--- config.mk ---
export PLATFORM = sky130hd
export DESIGN_NAME = apb_master_ctrl_flat
export DESIGN_NICKNAME = d
export VERILOG_FILES = /design/src/rtl/apb_master_ctrl_if.sv /design/src/rtl/apb_master_ctrl.sv /design/src/flat_wrapper.sv
export SDC_FILE = /design/constraint.sdc
export NUM_CORES = 1
export LEC_CHECK = 0
export BUFFER_PORTS_ARGS = -buffer_cell sky130_fd_sc_hd__clkbuf_2
export CORE_MARGIN = 10
export CORE_UTILIZATION = 46
export DETAILED_ROUTE_END_ITERATION = 10
export HOLD_SLACK_MARGIN = 0.08
export PLACE_DENSITY = 0.86
export SYNTH_ARGS = -nofsm -noshare
export SYNTH_HDL_FRONTEND = slang
export SYNTH_SLANG_ARGS = --single-unit
--- constraint.sdc ---
create_clock -name hclk -period 5.59 [get_ports hclk]
set_input_delay 0.559 -clock hclk [delete_from_list [all_inputs] [get_ports hclk]]
set_output_delay 0.559 -clock hclk [all_outputs]
set_load 0.005 [all_outputs]
--- src/rtl/apb_master_ctrl_if.sv ---
// Request/APB/response bundle between the AHB front-end, the APB master
// controller and the APB peripherals.
//   master : controller view (drives req_ready, APB outputs, response, busy)
//   slave  : front-end / peripheral view (drives request fields and prdata)
interface apb_master_ctrl_if;
    logic        req_valid;
    logic        req_ready;
    logic        req_write;
    logic [31:0] req_addr;
    logic [31:0] req_wdata;
    logic        pwrite;
    logic        penable;
    logic [2:0]  psel;
    logic [31:0] paddr;
    logic [31:0] pwdata;
    logic [31:0] prdata;
    logic        rsp_valid;
    logic [31:0] rsp_rdata;
    logic        rsp_err;
    logic        busy;

    modport master (
        input  req_valid, req_write, req_addr, req_wdata, prdata,
        output req_ready, pwrite, penable, psel, paddr, pwdata,
        output rsp_valid, rsp_rdata, rsp_err, busy
    );

    modport slave (
        output req_valid, req_write, req_addr, req_wdata, prdata,
        input  req_ready, pwrite, penable, psel, paddr, pwdata,
        input  rsp_valid, rsp_rdata, rsp_err, busy
    );
endinterface

--- src/rtl/apb_master_ctrl.sv ---
// APB-side master controller of the AHB-to-APB bridge.
// Buffers one request from the front-end, decodes the target peripheral,
// runs the APB SETUP/ACCESS sequence and returns a one-cycle response pulse.
// Ports:
//   hclk   : bridge clock, rising edge
//   hreset : asynchronous active-high reset
//   bus    : apb_master_ctrl_if.master (request handshake, APB bundle,
//            response and busy); all outputs are registered.
module apb_master_ctrl #(
    parameter logic [3:0] DECODE_TAG = 4'h8
) (
    input  logic                  hclk,
    input  logic                  hreset,
    apb_master_ctrl_if.master     bus
);

    typedef enum logic [1:0] {
        ST_IDLE   = 2'd0,
        ST_SETUP  = 2'd1,
        ST_ACCESS = 2'd2,
        ST_ERR    = 2'd3
    } state_t;

    // Returns {error, psel}; an unmatched tag or region 11 is an error.
    function automatic logic [3:0] decode_target(input logic [31:0] addr);
        logic [3:0] res;
        if (addr[31:28] != DECODE_TAG) begin
            res = {1'b1, 3'b000};
        end else begin
            case (addr[27:26])
                2'b00:   res = {1'b0, 3'b001};
                2'b01:   res = {1'b0, 3'b010};
                2'b10:   res = {1'b0, 3'b100};
                2'b11:   res = {1'b1, 3'b000};
                default: res = {1'b1, 3'b000};
            endcase
        end
        return res;
    endfunction

    state_t      state_r;
    logic        hold_full_r;
    logic        hold_write_r;
    logic [31:0] hold_addr_r;
    logic [31:0] hold_wdata_r;
    logic        req_ready_r;
    logic        busy_r;
    logic        pwrite_r;
    logic        penable_r;
    logic [2:0]  psel_r;
    logic [31:0] paddr_r;
    logic [31:0] pwdata_r;
    logic        rsp_valid_r;
    logic [31:0] rsp_rdata_r;
    logic        rsp_err_r;

    logic        accept_s;
    logic        pop_s;
    logic        hold_full_nxt_s;
    logic        dec_err_s;
    logic [2:0]  dec_psel_s;

    // Handshake, pop and decode of the buffered request.
    always_comb begin
        accept_s        = 1'b0;
        pop_s           = 1'b0;
        hold_full_nxt_s = hold_full_r;
        {dec_err_s, dec_psel_s} = decode_target(hold_addr_r);
        accept_s = bus.req_valid && !hold_full_r;
        // Any state other than SETUP is a point where the next request may start.
        if (state_r != ST_SETUP) begin
            pop_s = hold_full_r;
        end else begin
            pop_s = 1'b0;
        end
        // Accept only happens while empty and pop only while full, so they never collide.
        if (accept_s) begin
            hold_full_nxt_s = 1'b1;
        end else if (pop_s) begin
            hold_full_nxt_s = 1'b0;
        end else begin
            hold_full_nxt_s = hold_full_r;
        end
    end

    // Holding register, transfer FSM and all registered outputs.
    always_ff @(posedge hclk or posedge hreset) begin
        if (hreset) begin
            state_r      <= ST_IDLE;
            hold_full_r  <= 1'b0;
            hold_write_r <= 1'b0;
            hold_addr_r  <= 32'h0000_0000;
            hold_wdata_r <= 32'h0000_0000;
            req_ready_r  <= 1'b1;
            busy_r       <= 1'b0;
            pwrite_r     <= 1'b0;
            penable_r    <= 1'b0;
            psel_r       <= 3'b000;
            paddr_r      <= 32'h0000_0000;
            pwdata_r     <= 32'h0000_0000;
            rsp_valid_r  <= 1'b0;
            rsp_rdata_r  <= 32'h0000_0000;
            rsp_err_r    <= 1'b0;
        end else begin
            hold_full_r <= hold_full_nxt_s;
            if (accept_s) begin
                hold_write_r <= bus.req_write;
                hold_addr_r  <= bus.req_addr;
                hold_wdata_r <= bus.req_wdata;
            end
            req_ready_r <= !hold_full_nxt_s;
            // FSM leaves IDLE next cycle iff it pops now or is mid-transfer in SETUP.
            busy_r      <= hold_full_nxt_s || pop_s || (state_r == ST_SETUP);

            rsp_valid_r <= 1'b0;
            rsp_rdata_r <= 32'h0000_0000;
            rsp_err_r   <= 1'b0;

            case (state_r)
                ST_SETUP: begin
                    state_r   <= ST_ACCESS;
                    penable_r <= 1'b1;
                end
                ST_IDLE, ST_ACCESS, ST_ERR: begin
                    if (state_r == ST_ACCESS) begin
                        rsp_valid_r <= 1'b1;
                        rsp_rdata_r <= pwrite_r ? 32'h0000_0000 : bus.prdata;
                    end else if (state_r == ST_ERR) begin
                        rsp_valid_r <= 1'b1;
                        rsp_err_r   <= 1'b1;
                    end
                    penable_r <= 1'b0;
                    if (pop_s && !dec_err_s) begin
                        state_r  <= ST_SETUP;
                        psel_r   <= dec_psel_s;
                        pwrite_r <= hold_write_r;
                        paddr_r  <= hold_addr_r;
                        pwdata_r <= hold_write_r ? hold_wdata_r : 32'h0000_0000;
                    end else begin
                        state_r  <= pop_s ? ST_ERR : ST_IDLE;
                        psel_r   <= 3'b000;
                        pwrite_r <= 1'b0;
                        paddr_r  <= 32'h0000_0000;
                        pwdata_r <= 32'h0000_0000;
                    end
                end
                default: begin
                    state_r   <= ST_IDLE;
                    penable_r <= 1'b0;
                    psel_r    <= 3'b000;
                    pwrite_r  <= 1'b0;
                    paddr_r   <= 32'h0000_0000;
                    pwdata_r  <= 32'h0000_0000;
                end
            endcase
        end
    end

    assign bus.req_ready = req_ready_r;
    assign bus.busy      = busy_r;
    assign bus.pwrite    = pwrite_r;
    assign bus.penable   = penable_r;
    assign bus.psel      = psel_r;
    assign bus.paddr     = paddr_r;
    assign bus.pwdata    = pwdata_r;
    assign bus.rsp_valid = rsp_valid_r;
    assign bus.rsp_rdata = rsp_rdata_r;
    assign bus.rsp_err   = rsp_err_r;

endmodule

--- src/flat_wrapper.sv ---
// flat-port wrapper written by rule: the top's interface ports become plain ports
module apb_master_ctrl_flat 
#(
    parameter logic [3:0] DECODE_TAG = 4'h8
)
  (hclk, hreset, bus_req_valid, bus_req_write, bus_req_addr, bus_req_wdata, bus_prdata, bus_req_ready, bus_pwrite, bus_penable, bus_psel, bus_paddr, bus_pwdata, bus_rsp_valid, bus_rsp_rdata, bus_rsp_err, bus_busy);
  apb_master_ctrl_if bus_i ();
  input  logic hclk;
  input  logic hreset;
  input wire logic [$bits(bus_i.req_valid)-1:0] bus_req_valid;
  input wire logic [$bits(bus_i.req_write)-1:0] bus_req_write;
  input wire logic [$bits(bus_i.req_addr)-1:0] bus_req_addr;
  input wire logic [$bits(bus_i.req_wdata)-1:0] bus_req_wdata;
  input wire logic [$bits(bus_i.prdata)-1:0] bus_prdata;
  output wire logic [$bits(bus_i.req_ready)-1:0] bus_req_ready;
  output wire logic [$bits(bus_i.pwrite)-1:0] bus_pwrite;
  output wire logic [$bits(bus_i.penable)-1:0] bus_penable;
  output wire logic [$bits(bus_i.psel)-1:0] bus_psel;
  output wire logic [$bits(bus_i.paddr)-1:0] bus_paddr;
  output wire logic [$bits(bus_i.pwdata)-1:0] bus_pwdata;
  output wire logic [$bits(bus_i.rsp_valid)-1:0] bus_rsp_valid;
  output wire logic [$bits(bus_i.rsp_rdata)-1:0] bus_rsp_rdata;
  output wire logic [$bits(bus_i.rsp_err)-1:0] bus_rsp_err;
  output wire logic [$bits(bus_i.busy)-1:0] bus_busy;
  assign bus_i.req_valid = bus_req_valid;
  assign bus_i.req_write = bus_req_write;
  assign bus_i.req_addr = bus_req_addr;
  assign bus_i.req_wdata = bus_req_wdata;
  assign bus_i.prdata = bus_prdata;
  assign bus_req_ready = bus_i.req_ready;
  assign bus_pwrite = bus_i.pwrite;
  assign bus_penable = bus_i.penable;
  assign bus_psel = bus_i.psel;
  assign bus_paddr = bus_i.paddr;
  assign bus_pwdata = bus_i.pwdata;
  assign bus_rsp_valid = bus_i.rsp_valid;
  assign bus_rsp_rdata = bus_i.rsp_rdata;
  assign bus_rsp_err = bus_i.rsp_err;
  assign bus_busy = bus_i.busy;
  apb_master_ctrl #(.DECODE_TAG(DECODE_TAG)) u_core (.hclk(hclk), .hreset(hreset), .bus(bus_i));
endmodule
==> run_results.csv <==
group,metric,value,unit
synthesis,synth_top_area_cell,"dfrtp_1",
final_layout,stdcell_count,902,
final_layout,diodes,0,
final_layout,layout-drive-gt1-share,47.78,%
worst_setup_path,slowest_stage,"nor2b_4",
min_path,worst_hold_path_type,"primary input to asynchronous set/reset pin",
worst_setup_path,crit_arrival,2.75,ns
worst_setup_path,cp-end-kind,"flop",
synthesis,ys_ff_latch,173,
pwr,p_leak,4.250,nW
timing,fin_crit,2.452,ns
worst_setup_path,regToRegSetupSlack,3.14,ns
route,drt_iter0_drc,234,
placed_design,place_hpwl,11210,um
timing,setup_slack,3.138,ns
global_route,grt_most_used_layer,"met2",
global_route,grt_pass1_vias,4831,
placed_design,place_congestion,0.7426,
placed_design,portBuffers,204,
clock_tree,clock_latency,0.42,ns
timing,setup_violations,0,
worst_setup_path,criticalPathCategory,"flop to flop",
synthesis,yosys_warnings,0,
synthesis,syn_area_per_cell,12.74,um^2
route,drtPass1Iterations,4,
clock_tree,cts-root-buf,"clkbuf_16",
worst_setup_path,path_cells,"nor2b_4 -> buf_4 -> mux2_2",
worst_setup_path,worstReg2RegStart,"u_core.hold_full_r",
floorplanning,start_util,47.09,%
route,vias_per_cell,4.887,
route,vias,4408,
clock_tree,cts_max_level,4,
timing,post-route-period-util,43.86,%
route,drtAntennaViolNets,0,
timing,max_freq,407.8,MHz
global_route,grtUsageMet2,25.83,%
floorplanning,die_area,19380,um^2
floorplanning,io_pins,205,
placed_design,place_inst,870,
worst_setup_path,worst_ep_required_time,5.89,ns
worst_setup_path,reg2reg_to,"u_core.hold_wdata_r[5]",
job,drv_cap,0,
clock_tree,clockBufferDepth,2,
global_route,grt_pass1_wl,26160,um
synthesis,ys_seq_area_share,66.25,%
route,wl_per_cell,17.62,um
floorplanning,dieWidth,139.2,um
worst_setup_path,crit_buf_inv,1,
route,finalWirelength,15890,um
clock_tree,cts_resized,0,
worst_setup_path,path_max_fanout,37,
pwr,ir_worst_vdd,0.0002063,V
worst_setup_path,start_kind,"flop",
timing,slew_viol_final,0,
route,drc,0,
clock_tree,cts_setup_buffers,0,
timing,skew,0.006232,ns
timing,slew_headroom,40.00,%
synthesis,synthCells,513,
clock_tree,cts_tree,"yes",
clock_tree,cts_buffers,17,
synthesis,synth.area.top_cells,"dfrtp_1, mux2_2, nand2_1",
pwr,power_density,403.5,nW/um^2
synthesis,syn-cell-area,6536,um^2
placed_design,dp_slack,3.075,ns
timing,rsz0062_at_grt,"no",
global_route,use_met1,19.99,%
pwr,power,3.316,mW
clock_tree,cts_hold_buf,0,
floorplanning,die_h,139.2,um
global_route,grt_overflow_total,0,
worst_setup_path,reg2reg_depth,3,
global_route,antenna_found_initial,0,
global_route,grt_max_degree,63,
clock_tree,path_clk_slew,0.06,ns
floorplanning,core_area,13880,um^2
final_layout,syn_to_final_growth,25.75,%
timing,worstMarginPinSlew,0.8991,ns
timing,hold_viol,0,
run_status,status,"finished clean",
floorplanning,rows,43,
worst_setup_path,path_delay_family,"simple AND/OR/NAND/NOR gates",
clock_tree,clock_sinks,173,
timing,fin_tns_setup,0,ns
global_route,track_usage,16.76,%
final_layout,fin_nets,809,
synthesis,netlist.area_leader.share,65.85,%
worst_setup_path,max_stage_delay,0.77,ns
synthesis,synthesis.nets,613,
synthesis,synth_cell_types,25,
global_route,grt_util_met3,8.664,%
-- synthesized netlist by cell type (all sizes together) --
cell / count
a21o: 1
a21oi: 1
a32o: 1
and2: 37
buf: 16
clkbuf: 16
dfrtp: 172
dfstp: 1
inv: 3
mux2: 65
nand2: 128
nand2b: 1
nand3: 1
nand4: 3
nor2b: 3
nor3: 1
nor3b: 1
nor4b: 1
o21ai: 60
or3: 1
-- per-layer routing --
metal / part of all wire, % / vias up
met5: 0 / -
met4: 1.2 / 0
met3: 10 / 14
met2: 46 / 166
met1: 42 / 2144
li1: - / 2084
-- worst reg2reg max path: cells and delay by family (launching register included) --
| kind | cells | cell delay (ns) |
|---|---|---|
| and+or+nand+nor | 1 | 0.77 |
| buffers and inverters | 1 | 0.57 |
| muxes | 1 | 0.43 |
| DFF | 1 | 0.56 |
-- logic make-up (layout without fill, tap and decap cells) --
group,Yosys count,in the layout,share of synthesized area [%]
mux,65,65,11.20
buf+inv,35,244,3.178
flops,173,173,66.25
simple gates,177,177,12.71
compound gates,63,63,6.662
-- how the worst max path moves through the flow --
stage | startpoint | end | slack, ns | depth (start not counted)
final | u_core.hold_full_r | u_core.hold_wdata_r[5] | 3.14 | 3
after detailed placement | bus_req_valid | u_core.hold_addr_r[23] | 3.07 | 4
after floorplan | hreset | u_core.bus.busy | 0.34 | 1
after CTS | u_core.hold_full_r | u_core.hold_addr_r[23] | 3.13 | 3
after global placement | bus_req_valid | u_core.hold_addr_r[8] | 3.08 | 4
after global routing | u_core.hold_full_r | u_core.hold_addr_r[16] | 3.02 | 3
-- layout make-up --
class | count | area (um^2)
fillers | 1141 | 5662
flip-flops and latches | 173 | 4330
multi-input cells | 305 | 2019
repair buffers | 209 | 1059
clock buffers | 19 | 452.9
well taps | 180 | 225.2
clock inverters | 13 | 116.4
inverters | 3 | 16.27
-- registers in the layout, summed over array words and instances, names as in the netlist --
signal	flops
u_core.bus.psel	3
u_core.bus.penable	1
u_core.hold_addr_r	32
u_core.bus.req_ready	1
u_core.bus.paddr	32
u_core.hold_full_r	1
u_core.hold_wdata_r	32
u_core.bus.pwdata	32
u_core.bus.rsp_rdata	32
u_core.bus.pwrite	1
u_core.state_r	2
u_core.bus.busy	1
u_core.bus.rsp_valid	1
u_core.bus.rsp_err	1
u_core.hold_write_r	1
-- report_power, final --
group          switching, mW  total (mW)  internal, mW  leakage [nW]
clock                  0.486        1.12         0.638         0.276
combinational          0.338       0.612         0.275          1.75
sequential             0.116        1.58          1.46          2.23
-- through the flow --
stage / instance area [um^2] / util (%) / hold WS, ns
finish: 8219 / 59.21 / 0.1838
global route: 8219 / 59.21 / 0.2154
global placement: 7644 / 55.07 / 0.4432
detailed placement: 7644 / 55.07 / 0.4389
CTS: 8213 / 59.17 / 0.1928
floorplan: 6536 / - / 0.4478
-- placed cells by master (no fill, tap or decap), types with 2 or more instances in the layout --
master      netlist  final
and2_1           37     37
buf_4             0      5
clkbuf_16         0     17
clkbuf_2          0    204
clkbuf_8          0      2
clkinv_2          0      4
clkinv_4          0      3
clkinvlp_4        0      3
dfrtp_1         172    172
inv_6             0      3
mux2_2           65     65
nand2_1         128    128
nand4_1           2      2
nor2b_1           3      2
o21ai_0          10     10
o21ai_1          20     20
o21ai_2          30     30
Power figures use the tool's default switching activity.
